$ cat config.mk
export PLATFORM = sky130hd
export DESIGN_NAME = bounce_gen
export DESIGN_NICKNAME = d
export VERILOG_FILES = /design/src/rtl/bounce_gen.sv
export SDC_FILE = /design/constraint.sdc
export NUM_CORES = 1
export LEC_CHECK = 0
export ABC_AREA = 1
export CORE_MARGIN = 4
export CORE_UTILIZATION = 32
export DETAILED_ROUTE_END_ITERATION = 6
export PLACE_DENSITY_LB_ADDON = 0.12
export SLEW_MARGIN = 10
export SYNTH_ARGS = -nofsm -noshare
export SYNTH_HDL_FRONTEND = slang
export SYNTH_SLANG_ARGS = --single-unit
$ cat constraint.sdc
create_clock -name clk -period 8.05 [get_ports clk]
set_clock_uncertainty 0.05 [all_clocks]
set_input_delay 1.2075 -clock clk [delete_from_list [all_inputs] [get_ports clk]]
set_output_delay 1.2075 -clock clk [all_outputs]
set_load 0.005 [all_outputs]
$ cat src/rtl/bounce_gen.sv
// bounce_gen: mechanical-switch emulator driving a raw contact signal.
// Accepts a clean level command and drives btn_out through 2N bounce phases
// (fixed or LFSR-derived count/width), then holds the target level for
// SETTLE_CYC cycles and pulses done.
// Ports:
//   clk, rst          clock, synchronous active-high reset
//   cmd_valid/ready   command handshake (ready only while idle or in done cycle)
//   cmd_level         target settled level
//   rand_en           1: count/width from LFSR, 0: from cmd_bounces/cmd_width
//   cmd_bounces       fixed glitch count, clamped to BOUNCE_MAX
//   cmd_width         fixed phase width, 0 treated as 1
//   btn_out           emulated raw contact
//   busy              inverse of cmd_ready
//   done              one-cycle completion pulse
module bounce_gen #(
    parameter int unsigned BOUNCE_MAX = 7,
    parameter int unsigned WIDTH_MAX  = 15,
    parameter int unsigned SETTLE_CYC = 100,
    parameter logic [15:0] SEED       = 16'hACE1
) (
    input  logic       clk,
    input  logic       rst,
    input  logic       cmd_valid,
    output logic       cmd_ready,
    input  logic       cmd_level,
    input  logic       rand_en,
    input  logic [3:0] cmd_bounces,
    input  logic [7:0] cmd_width,
    output logic       btn_out,
    output logic       busy,
    output logic       done
);

    localparam logic [15:0] LFSR_TAPS = 16'hB400;
    localparam logic [15:0] SEED_EFF  = (SEED == 16'h0000) ? 16'h0001 : SEED;
    // one counter serves both bounce phases (<=255) and the settle window
    localparam int unsigned CNT_W     = (SETTLE_CYC > 256) ? $clog2(SETTLE_CYC) : 8;
    localparam logic [CNT_W-1:0] SETTLE_LAST = CNT_W'(SETTLE_CYC - 1);
    localparam logic [4:0]  N_MOD     = 5'(BOUNCE_MAX + 1);
    localparam logic [3:0]  N_CAP     = 4'(BOUNCE_MAX);
    localparam logic [7:0]  W_MOD     = 8'(WIDTH_MAX);

    typedef enum logic [1:0] {
        IDLE   = 2'd0,
        BOUNCE = 2'd1,
        SETTLE = 2'd2,
        DONE   = 2'd3
    } state_t;

    state_t           state_q, state_d;
    logic [15:0]      lfsr_q, lfsr_d;
    logic             btn_q, btn_d;
    logic             ready_q, ready_d;
    logic             busy_q, busy_d;
    logic             done_q, done_d;
    logic [CNT_W-1:0] cnt_q, cnt_d;
    logic [4:0]       phase_q, phase_d;
    logic [4:0]       last_q, last_d;
    logic             target_q, target_d;
    logic             rand_q, rand_d;
    logic [7:0]       width_q, width_d;

    logic             accept;
    logic [3:0]       rand_n, fix_n, sel_n;
    logic [7:0]       rand_w, fix_w, sel_w, next_w;

    // parameter selection for a new command and for each following phase
    always_comb begin
        rand_n = 4'({1'b0, lfsr_q[3:0]} % N_MOD);
        rand_w = 8'(lfsr_q[7:0] % W_MOD) + 8'd1;
        fix_n  = (cmd_bounces > N_CAP) ? N_CAP : cmd_bounces;
        fix_w  = (cmd_width == 8'd0) ? 8'd1 : cmd_width;
        sel_n  = rand_en ? rand_n : fix_n;
        sel_w  = rand_en ? rand_w : fix_w;
        next_w = rand_q ? rand_w : width_q;
        accept = cmd_valid && ready_q;
    end

    // next-state and registered-output logic
    always_comb begin
        state_d  = state_q;
        lfsr_d   = {1'b0, lfsr_q[15:1]} ^ (lfsr_q[0] ? LFSR_TAPS : 16'h0000);
        btn_d    = btn_q;
        ready_d  = ready_q;
        done_d   = 1'b0;
        cnt_d    = cnt_q;
        phase_d  = phase_q;
        last_d   = last_q;
        target_d = target_q;
        rand_d   = rand_q;
        width_d  = width_q;

        case (state_q)
            IDLE, DONE: begin
                state_d = IDLE;
                ready_d = 1'b1;
                if (accept) begin
                    target_d = cmd_level;
                    rand_d   = rand_en;
                    width_d  = fix_w;
                    if (cmd_level == btn_q) begin
                        // nothing to bounce: complete on the next cycle
                        state_d = DONE;
                        done_d  = 1'b1;
                    end else begin
                        btn_d   = cmd_level;
                        ready_d = 1'b0;
                        if (sel_n == 4'd0) begin
                            state_d = SETTLE;
                            cnt_d   = SETTLE_LAST;
                        end else begin
                            state_d = BOUNCE;
                            cnt_d   = CNT_W'(sel_w - 8'd1);
                            phase_d = 5'd0;
                            last_d  = 5'({sel_n, 1'b0}) - 5'd1;
                        end
                    end
                end
            end
            BOUNCE: begin
                if (cnt_q == '0) begin
                    if (phase_q == last_q) begin
                        state_d = SETTLE;
                        btn_d   = target_q;
                        cnt_d   = SETTLE_LAST;
                    end else begin
                        phase_d = phase_q + 5'd1;
                        btn_d   = ~btn_q;
                        cnt_d   = CNT_W'(next_w - 8'd1);
                    end
                end else begin
                    cnt_d = cnt_q - CNT_W'(1);
                end
            end
            SETTLE: begin
                if (cnt_q == '0) begin
                    state_d = DONE;
                    done_d  = 1'b1;
                    ready_d = 1'b1;
                end else begin
                    cnt_d = cnt_q - CNT_W'(1);
                end
            end
            default: begin
                state_d = IDLE;
                ready_d = 1'b1;
            end
        endcase

        busy_d = ~ready_d;
    end

    always_ff @(posedge clk) begin
        if (rst) begin
            state_q  <= IDLE;
            lfsr_q   <= SEED_EFF;
            btn_q    <= 1'b0;
            ready_q  <= 1'b1;
            busy_q   <= 1'b0;
            done_q   <= 1'b0;
            cnt_q    <= '0;
            phase_q  <= 5'd0;
            last_q   <= 5'd0;
            target_q <= 1'b0;
            rand_q   <= 1'b0;
            width_q  <= 8'd1;
        end else begin
            state_q  <= state_d;
            lfsr_q   <= lfsr_d;
            btn_q    <= btn_d;
            ready_q  <= ready_d;
            busy_q   <= busy_d;
            done_q   <= done_d;
            cnt_q    <= cnt_d;
            phase_q  <= phase_d;
            last_q   <= last_d;
            target_q <= target_d;
            rand_q   <= rand_d;
            width_q  <= width_d;
        end
    end

    assign btn_out   = btn_q;
    assign cmd_ready = ready_q;
    assign busy      = busy_q;
    assign done      = done_q;

endmodule
==> impl_metrics.toml <==
[outcome]
status = "complete, no violations"

[detailed_routing]
drc_errors = 0
via_count = 3431
drt_iter0_drc = 186
routedWlPerCell_microns = 13.26
firstDrtPassIters = 4
vias_per_cell = 4.860
ant_nets = 0
routed_wl_mm = 9.361

[logic_synthesis]
ys_ff_latch = 50
synth.most_common_cell = "nand2_1"
synth.distinct_cells = 48
synth_area_per_cell_sq_um = 6.530
synth.area.top_cells = "dfxtp_1, nand2_1, inv_1"
synth-edff-count = 0
synthFlopType = "dfxtp_1"
synth_top_area_cell = "dfxtp_1"
yosys-top-cells-count = "nand2_1, inv_1, nor2_1"
synthCells = 548
synth-async-reset-ratio_pct = 0
syn-num-nets = 576
syn_area_sq_um = 3578
yosysSeqAreaShare_pct = 27.97
ys_warn_count = 0
yosysTopAreaCellShare_pct = 27.97

[place]
routabilityCongestion = 0.8241
portBuffers = 20
placedCellCount = 698
hpwl_mm = 7.373

[die]
die_h_microns = 113.7
io-pin-count = 21
die_area_sq_um = 12940
fp.dieW_microns = 113.7
fp.coreArea_sq_um = 10890
start_util_pct = 32.87
num_rows = 38

[setup_path]
cp.arrival_ns = 5.20
rr_endpoint = "cnt_q[4]"
startpoint_type = "register"
path_max_fanout = 7
reg2reg_slack_ns = 3.02
crit_path_top_delay_cell = "dfxtp_1"
critPathMaxStageDelay_ns = 0.36
crit_path_frequent_cell = "nand2_1"
r2r_start = "lfsr_q[7]"
worstSetupPathType = "register to register"
r2r_cells = 38
critPathTopFamily = "simple AND/OR/NAND/NOR gates"
cp-end-kind = "register"
crit_required_ns = 8.22
critPathBufInv = 6

[clock_tree]
cts_max_path_buffers = 2
clkTransAtPathRegs_ns = 0.11
clkLatencyLatePin_ns = 0.32
cts_tree = "done"
htree_num_levels = 2
ctsResizeCount = 0
cts_root_buffer = "clkbuf_8"
postCtsSetupBuffers = 0
clock-sinks = 50
cts_buffers = 5
holdBufCountCts = 0

[hold_path]
hp-start = "lfsr_q[9]"
min_to = "lfsr_q[8]"
min_path_type = "register to register"
holdPathStages = 2

[layout]
finalNonFillerCells = 706
diodes = 0
final_nets = 593
area_growth_pct = 12.10
drive_gt1_share_pct = 11.66

[timing]
finalSetupViolCount = 0
worst_slew_pin_slew_ns = 0.8481
max_freq_mhz = 198.9
hold_ws_ns = 0.3614
slew_violations = 0
tns_ns = 0
timing.final.crit_share_pct = 62.44
slew_headroom_pct = 43.40
finalHoldViolations = 0
rsz0062_at_grt = "no"
layout_min_cycle_time_ns = 5.027

[pwr]
p_switching_uw = 610.5
power.leakage_uw = 0.001810
p_int_uw = 617.4
sequentialPowerShare_pct = 28.7
ir_worst_vdd_uv = 88.66
power_density_nw_per_um2 = 306.1
swShare_pct = 49.72
pwr-share-comb_pct = 57.5
pwr-share-clk_pct = 13.8

[grt]
grt_use_total_pct = 15.18
grt_pass1_vias = 3340
antenna_found_initial = 0
grt_pass1_wl_mm = 16.16
grt_max_degree = 27
grt_overflow = 0

[job]
maxCapViolations = 0
flip-flops by register name, indices dropped and copies added, names as in the netlist:
signal and flops:
done 1, width_q 8, lfsr_q 16, target_q 1, phase_q 5, state_q 2, busy 1, cnt_q 8
btn_out 1, rand_q 1, last_q 5, cmd_ready 1
final cells by class:
| cell class | instances | area, sq um |
|---|---|---|
| Clock buffer | 5 | 68.82 |
| Clock inverter | 3 | 28.78 |
| Fill cell | 1212 | 6877 |
| Inverter | 71 | 271.5 |
| Multi-Input combinational cell | 417 | 2266 |
| Sequential cell | 50 | 1001 |
| Tap cell | 140 | 175.2 |
| Timing Repair Buffer | 20 | 200.2 |
tightest hold or removal path: cells and delay by family (launching register included):
kind | cells | cell delay [ns]
buf+inv | 1 | 0.04
flops | 1 | 0.31
simple gates | 1 | 0.03
routing by layer:
metal	part of all wire (%)	routed length, microns	global-route usage (%)	up-vias
met1	51	4752	21.10	1571
met2	46	4321	25.17	33
met4	0.65	61	2.885	0
met5	0	0	0	-
li1	-	-	-	1820
met3	2.4	225	2.228	7
logic make-up after synthesis:
group | synth area share [%]
compound gates | 16.22
xor+xnor | 4.895
buf+inv | 8.706
simple gates | 38.36
flops | 27.97
fa+ha+maj | 3.846
how the worst max path moves through the flow:
| stage | startpoint | end | cells past startpoint | slack [ns] |
|---|---|---|---|---|
| final | lfsr_q[7] | cnt_q[4] | 38 | 3.02 |
| after global routing | lfsr_q[5] | cnt_q[4] | 37 | 2.47 |
| after CTS | lfsr_q[7] | cnt_q[4] | 38 | 3.04 |
| after detailed placement | lfsr_q[7] | cnt_q[4] | 38 | 3.06 |
| after global placement | lfsr_q[7] | cnt_q[4] | 38 | 3.21 |
| after floorplan | lfsr_q[7] | cnt_q[6] | 38 | 3.65 |
through the flow:
step / utilization, % / power (uW) / setup slack (ns) / instance area [sq um]
floorplan: - / 890.0 / 3.646 / 3578
global placement: 35.95 / 1059 / 3.209 / 3914
detailed placement: 35.95 / 1063 / 3.065 / 3914
CTS: 36.84 / 1237 / 3.045 / 4011
global route: 36.84 / 1357 / 2.475 / 4011
finish: 36.84 / 1228 / 3.023 / 4011
power by group through the flow:
stage / Sequential [uW] / Clock [uW] / Combinational (uW)
floorplan: 344 / 0 / 546
global placement: 358 / 0 / 702
detailed placement: 359 / 0 / 704
CTS: 353 / 176 / 708
global route: 361 / 184 / 812
finish: 353 / 169 / 706
cell usage in the layout, fill, tap and decap left out, types with 12 or more instances in the layout:
cell type,Yosys,routed
xor2_1,12,12
a21oi_1,29,29
dfxtp_1,50,50
o21ai_0,38,38
nor2_1,59,59
clkdlybuf4s50_1,0,20
inv_1,66,66
nand2_2,22,22
nand2_1,114,114
nand3_1,40,40
(Power assumes the default switching activity.)
